==> config.mk <==
export PLATFORM = sky130hd
export DESIGN_NAME = arm_exec_datapath
export DESIGN_NICKNAME = d
export VERILOG_FILES = /design/src/rtl/arm_exec_datapath.sv
export SDC_FILE = /design/constraint.sdc
export NUM_CORES = 1
export LEC_CHECK = 0
export ABC_AREA = 1
export CORE_ASPECT_RATIO = 1.4
export CORE_MARGIN = 1.5
export CORE_UTILIZATION = 40
export CTS_BUF_LIST = sky130_fd_sc_hd__clkbuf_8 sky130_fd_sc_hd__clkbuf_16
export CTS_CLUSTER_SIZE = 40
export DETAILED_ROUTE_END_ITERATION = 8
export PLACE_DENSITY_LB_ADDON = 0.15
export SLEW_MARGIN = 20
export SYNTH_ARGS = -nofsm -noshare
export SYNTH_HDL_FRONTEND = slang
export SYNTH_SLANG_ARGS = --single-unit
==> constraint.sdc <==
create_clock -name clk -period 2.8 [get_ports clk]
set_input_delay 0.28 -clock clk [delete_from_list [all_inputs] [get_ports clk]]
set_output_delay 0.28 -clock clk [all_outputs]
set_load 0.02 [all_outputs]
==> src/rtl/arm_exec_datapath.sv <==
// Execute-stage slice: barrel shifter on operand B, ALU with NZCV flags, address register with +INC_STEP.
// Optional RRX shift (mode 100) is enabled by defining ARM_DATAPATH_RRX_EN.
module arm_exec_datapath #(
    parameter int WIDTH    = 32,
    parameter int INC_STEP = 4
) (
    input  logic             clk,
    input  logic             rst_n,
    input  logic [WIDTH-1:0] bus_a,
    input  logic [WIDTH-1:0] bus_b,
    input  logic [2:0]       shift_mode,
    input  logic [4:0]       shift_count,
    input  logic             invert_a,
    input  logic             invert_b,
    input  logic             is_logic,
    input  logic [2:0]       logic_idx,
    input  logic             cin,
    input  logic             alu_en,
    input  logic             ale,
    input  logic             ainc,
    input  logic             abe,
    output logic [WIDTH-1:0] shifter_out,
    output logic [WIDTH-1:0] alu_result,
    output logic             flag_n,
    output logic             flag_z,
    output logic             flag_c,
    output logic             flag_v,
    output logic [WIDTH-1:0] incrementer,
    output logic [WIDTH-1:0] addr
);

    logic               sh_c;
    logic [2*WIDTH-1:0] rot;
    logic [WIDTH-1:0]   a_op, b_op, res;
    logic [WIDTH:0]     sum;
    logic               res_c, res_v;
    logic [WIDTH-1:0]   ar_q;

    assign rot = {bus_b, bus_b} >> shift_count;

    // Extended operands let the carry fall out of the shift as the extra bit.
    always_comb begin
        shifter_out = bus_b;
        sh_c        = cin;
        case (shift_mode)
            3'b000: if (shift_count != 5'd0) {sh_c, shifter_out} = {1'b0, bus_b} << shift_count;
            3'b001: if (shift_count != 5'd0) {shifter_out, sh_c} = {bus_b, 1'b0} >> shift_count;
            3'b010: if (shift_count != 5'd0) {shifter_out, sh_c} = $signed({bus_b, 1'b0}) >>> shift_count;
            3'b011: if (shift_count != 5'd0) begin
                shifter_out = rot[WIDTH-1:0];
                sh_c        = rot[WIDTH-1];
            end
`ifdef ARM_DATAPATH_RRX_EN
            3'b100: begin
                shifter_out = {cin, bus_b[WIDTH-1:1]};
                sh_c        = bus_b[0];
            end
`endif
            default: ;
        endcase
    end

    assign a_op = invert_a ? ~bus_a : bus_a;
    assign b_op = invert_b ? ~shifter_out : shifter_out;
    assign sum  = {1'b0, a_op} + {1'b0, b_op} + {{WIDTH{1'b0}}, cin};

    always_comb begin
        res   = sum[WIDTH-1:0];
        res_c = sum[WIDTH];
        res_v = (a_op[WIDTH-1] == b_op[WIDTH-1]) && (sum[WIDTH-1] != a_op[WIDTH-1]);
        if (is_logic) begin
            res_c = sh_c;
            res_v = flag_v;
            case (logic_idx)
                3'b000:  res = a_op & b_op;
                3'b001:  res = a_op | b_op;
                3'b010:  res = a_op ^ b_op;
                3'b011:  res = b_op;
                default: res = a_op;
            endcase
        end
    end

    always_ff @(posedge clk or negedge rst_n) begin
        if (!rst_n) begin
            alu_result <= '0;
            flag_n     <= 1'b0;
            flag_z     <= 1'b0;
            flag_c     <= 1'b0;
            flag_v     <= 1'b0;
        end else if (alu_en) begin
            alu_result <= res;
            flag_n     <= res[WIDTH-1];
            flag_z     <= (res == '0);
            flag_c     <= res_c;
            flag_v     <= res_v;
        end
    end

    assign incrementer = ar_q + WIDTH'(INC_STEP);

    // ale takes the result registered before this edge, not the one being captured.
    always_ff @(posedge clk or negedge rst_n) begin
        if (!rst_n)    ar_q <= '0;
        else if (ale)  ar_q <= alu_result;
        else if (ainc) ar_q <= incrementer;
    end

    assign addr = abe ? ar_q : '0;

endmodule

==> qor.yml, run 1 <==
status:
  status: "did not finish"
  failed_stage: "global routing (5_1_grt)"
  run.stop_error: "[ERROR GRT-0232] Routing congestion too high. Check the congestion heatmap in the GUI."
logic_synthesis:
  synth_fp_nets: 2637
  post_synthesis_instance_area_mm2: 0.0135
  post-synth-top-area-cell: "sky130_fd_sc_hd__nand2_1"
  postSynthRegisterBits: 67
  dominant_register_cell_in_the_synthesized_netlist: "sky130_fd_sc_hd__dfrtp_1"
  seq_area_frac_synth_pct: 12.4
  ys_top_cells_by_area: "sky130_fd_sc_hd__nand2_1, sky130_fd_sc_hd__nand3_1, sky130_fd_sc_hd__dfrtp_1, sky130_fd_sc_hd__inv_1, sky130_fd_sc_hd__ha_1"
  synth.top_cell.area_share_pct: 21.9
  synth_cells: 2485
  synth_area_per_cell_um2: 5.42
  synth_top_cells_by_count: "sky130_fd_sc_hd__nand2_1, sky130_fd_sc_hd__nand3_1, sky130_fd_sc_hd__inv_1, sky130_fd_sc_hd__nor2_1, sky130_fd_sc_hd__o21ai_0"
  synth-async-reset-ratio_pct: 100
  synth.lib_cells_used.distinct: 55
  synth-warning-count: 0
  synth_edf_count: 0
  yosys.cell_count.top_type: "sky130_fd_sc_hd__nand2_1"
timing:
  worst_endpoint: "flag_z$_DFFE_PN0P_/D"
  worstEpCategory: "register data pin"
floorplan:
  dieWidth_um: 158
  top_level_ports: 217
  die_h_um: 220
  rows: 79
  initial_utilization_pct: 40.6
placement:
  detailed_place_hpwl_um: 62800
  post_dp_cell_area_mm2: 0.0218
  globalplace.congestion: 1.10
  io_buffers: 216
clock_network:
  clock-root-buffer: "sky130_fd_sc_hd__clkbuf_16"
  ctsLongestPathBuffers: 2
  cts_made_buffers: 9
  cts_hold_buf: 0
  clkSinkCount: 67
  ctsHtreeMaxLevel: 3
global_route:
  grt.overflow.total: 210
  grt_usage_pct: 83.2
  grt_start_max_net_pins: 68
metal layers:
layer / GRT usage, % / overflow
met2: 95.6 / 114
met5: 41.3 / 3
met4: 81.6 / 82
met1: 82.6 / 3
met3: 74.2 / 8
kinds of logic after synthesis:
family          Yosys count  synth area share, %
buf+inv                 418                 12.9
compound gates          358                 15.4
simple gates           1513                 48.9
flops                    67                 12.4
fa+ha+maj                67                 6.33
xor+xnor                 62                 4.03
what timing repair did:
action                                  4_1_cts
buffers inserted                            139
hold endpoints to repair                      0
resized for setup                           621
gates cloned                                  3
pin swaps                                   136
endpoints found under the setup margin       89
stage by stage:
step | setup TNS [ns] | cells | worst slack (ns) | utilization (%)
4_1_cts | -37.18 | 3878 | -1.28 | 74.2
3_5_place_dp | -77.02 | 3731 | -2.09 | 65.6
3_3_place_gp | -73.60 | 3731 | -2.10 | 65.6
2_1_floorplan | -8.41 | 2485 | -0.760 | -
==> run 2: changes to the inputs <==
--- a/config.mk
+++ b/config.mk
@@ -6,11 +6,8 @@
 export NUM_CORES = 1
 export LEC_CHECK = 0
 export ABC_AREA = 1
-export CORE_ASPECT_RATIO = 1.4
 export CORE_MARGIN = 1.5
-export CORE_UTILIZATION = 40
-export CTS_BUF_LIST = sky130_fd_sc_hd__clkbuf_8 sky130_fd_sc_hd__clkbuf_16
-export CTS_CLUSTER_SIZE = 40
+export CORE_UTILIZATION = 25
 export DETAILED_ROUTE_END_ITERATION = 8
 export PLACE_DENSITY_LB_ADDON = 0.15
 export SLEW_MARGIN = 20
==> run 2 against run 1 <==
The flow now finishes, with violations (negative setup slack). Synthesized cell count unchanged. Area after synthesis unchanged.
==> qor.yml, run 2 <==
status:
  status: "finished, violations left"
  failed_checks: "negative setup slack"
worst_setup_path:
  timing.critical_path.mode_cell: "sky130_fd_sc_hd__nand2_2"
  reg2regPathDepth: 15
  rr_startpoint: "ar_q[3]"
  path_class: "input port to register"
  worst_path_max_delay_cell: "sky130_fd_sc_hd__ha_4"
  crit_path_end: "flag_z"
  reg2reg_setup_slack_ns: -0.01
  crit_path_start_kind: "input port"
  crit_start: "shift_count[0]"
  worst_setup_path_end_kind: "register"
  worstPathRequired_ns: 3.03
  worst_r2r_endpoint: "ar_q[29]"
  critPathMaxFanout: 8
  critical_path_arrival_ns: 4.20
  critical-path-max-stage-delay_ns: 0.27
clock_network:
  ctsLongestPathBuffers: 2
  ctsHtreeMaxLevel: 3
  clock-root-buffer: "sky130_fd_sc_hd__clkbuf_16"
  cts_made_buffers: 9
  clkSinkCount: 67
  cts_tree: "done"
  clk_pin_slew_worst_paths_ns: 0.06
  clock_latency_at_the_later_pin_of_the_worst_skew_pair_ns: 0.34
pwr:
  irDropWorstVdd_mv: 0.309
  power_density_mw_per_mm2: 374
  leakagePower_nw: 14.3
floorplan:
  initial_utilization_pct: 25.4
  rows: 84
  die_area_mm2: 0.0553
  dieWidth_um: 235
  die_h_um: 235
  design.core.area_mm2: 0.0530
  top_level_ports: 217
logic_synthesis:
  synthMuxAreaShare_pct: 0
  post-synth-top-area-cell: "sky130_fd_sc_hd__nand2_1"
  synth_top_cells_by_count: "sky130_fd_sc_hd__nand2_1, sky130_fd_sc_hd__nand3_1, sky130_fd_sc_hd__inv_1, sky130_fd_sc_hd__nor2_1, sky130_fd_sc_hd__o21ai_0"
  synth-async-reset-ratio_pct: 100
  postSynthRegisterBits: 67
  ys_top_cells_by_area: "sky130_fd_sc_hd__nand2_1, sky130_fd_sc_hd__nand3_1, sky130_fd_sc_hd__dfrtp_1, sky130_fd_sc_hd__inv_1, sky130_fd_sc_hd__ha_1"
  yosys.cell_count.top_type: "sky130_fd_sc_hd__nand2_1"
  synth_top_family_by_area: "simple AND/OR/NAND/NOR gates"
  synth_fp_nets: 2637
  synth.lib_cells_used.distinct: 55
  arithmetic_cell_share_of_the_synthesized_area_counting_full_adders_half_adders_and_majority_gates_pct: 6.33
  synth_edf_count: 0
  synth.top_cell.area_share_pct: 21.9
  post_synthesis_instance_area_mm2: 0.0135
  synth_area_per_cell_um2: 5.42
  synth_cells: 2485
  dominant_register_cell_in_the_synthesized_netlist: "sky130_fd_sc_hd__dfrtp_1"
  synth_compound_gate_area_share_pct: 15.4
  seq_area_frac_synth_pct: 12.4
  synthSimpleGateAreaFrac_pct: 48.9
  synth-xor-area-share_pct: 4.03
  synth-warning-count: 0
timing:
  measured_slew_at_the_worst_slew_check_pin_ns: 0.620
  fmax_ghz: 0.252
  finalSetupViolCount: 49
  grt_setup_unrepaired: "true"
  final.setup.tns_ns: -32.01
  final_period_minus_worst_setup_slack_ns: 3.96
  report.final.hold_viol_count: 0
  fin_ws_ns: -1.16
  final-max-slew-violation-count: 0
  finClkSkew_ns: 0.00617
  slew_headroom_pct: 58.4
  holdWs_ns: 0.385
  layout_worst_path_cycle_share_pct: 142
cells_and_area:
  reg.largest.list: "alu_result x32, ar_q x32"
  diodes: 0
  most_common_cell_after_layout_fill_and_taps_aside: "sky130_fd_sc_hd__buf_4"
  final_cell_mix: "sky130_fd_sc_hd__buf_4, sky130_fd_sc_hd__nand2_1, sky130_fd_sc_hd__nand3_1"
  area_delta_synth_final_pct: 111
  final_layout_size_suffix_gt1_share_pct: 51.7
  finalNetCount: 3668
placement:
  globalplace.congestion: 1.02
  io_buffers: 216
  detailed_place_hpwl_um: 70100
global_route:
  grt_pass1_vias: 20700
  globalRouteMet2Util_pct: 46.6
  grt_usage_pct: 30.6
  grt.overflow.total: 0
  grt.met3_usage_pct: 3.34
  grt_first_pass_wirelength_um: 129000
  global_route.peak_usage_layer: "met2"
  grt_start_max_net_pins: 49
  met1_track_usage_gr_pct: 45.4
  antenna_found_initial: 0
detailed_routing:
  detail_route.vias_per_cell: 5.15
  wl_per_cell_um: 21.3
  detail-route-antenna-nets: 0
  postRouteWirelength_um: 89800
  remaining_drc_errors: 0
  drt_first_iter_violations: 1937
  first_pass_iters: 5
  via_count: 21700
flow_run:
  drv.max_cap_violation_count: 0
hold_path:
  hp-class: "input port to asynchronous set/reset pin"
## run 2: cell counts after synthesis
Identical to the previous run, type by type.
## run 2: how the worst min path moves through the flow
stage	endpoint	depth (start not counted)	slack [ns]	startpoint
after global routing	ar_q[26]	2	0.43	rst_n
after global placement	ar_q[26]	1	0.22	rst_n
final	ar_q[26]	2	0.38	rst_n
after detailed placement	ar_q[26]	1	0.21	rst_n
after CTS	ar_q[26]	2	0.40	rst_n
after floorplan	alu_result[0]	0	-0.02	rst_n
## run 2: power breakdown
group	internal [W]	leakage [nW]	switching, W
Combinational	0.00379	13.3	0.00426
Sequential	0.00116	0.823	0.000260
Clock	0.000692	0.143	0.000476
## run 2: layout make-up
class	count	area, um2
repair inverters	1	6.26
multi-input cells	2000	14300
repair buffers	1154	10200
clock buffers	10	229
well taps	688	861
inverters	283	1140
fillers	5319	24500
clock inverters	6	65.1
flip-flops and latches	67	1680
## run 2: layer usage
metal / vias to the layer above / share of wire, %
met3: 118 / 6.6
met2: 783 / 43
met4: 0 / 2.9
met5: - / 0
li1: 10300 / -
met1: 10500 / 47
## run 2: cell families after synthesis
kind of cell,count (synthesis)
compound gates,358
xor+xnor,62
fa+ha+maj,67
buf+inv,418
flops,67
simple gates,1513
## run 2: what timing repair did
| item | CTS | global route |
|---|---|---|
| hold endpoints to repair | 14 | 0 |
| hold buffers | 1 | 0 |
| resized for setup | 509 | 733 |
| cloned | 6 | 3 |
| buffers inserted | 79 | 97 |
| pin swaps | 114 | 296 |
| endpoints found under the setup margin | 87 | 92 |
## run 2: worst max-delay path, delay by kind of cell
kind	cells	cell delay, ns
buffers and inverters	9	1.00
adder cells (fa/ha/maj)	1	0.27
XOR/XNOR	1	0.17
AO/OA/AOI/OAI	3	0.58
AND/OR/NAND/NOR	23	1.89
## run 2: metrics by stage
| step | instances | instance area, um2 | power, W | setup slack, ns | utilization, % |
|---|---|---|---|---|---|
| 6_report | 4209 | 28400 | 0.0106 | -1.16 | 53.7 |
| 5_1_grt | 4209 | 28400 | 0.0112 | -1.34 | 53.7 |
| 4_1_cts | 4115 | 24900 | 0.00949 | -1.24 | 46.9 |
| 3_5_place_dp | 4015 | 22400 | 0.00770 | -2.44 | 42.4 |
| 3_3_place_gp | 4015 | 22400 | 0.00769 | -2.55 | 42.4 |
| 2_1_floorplan | 2485 | 14200 | 0.00423 | -0.760 | - |
Note: power is estimated with default switching activity, not from simulation.
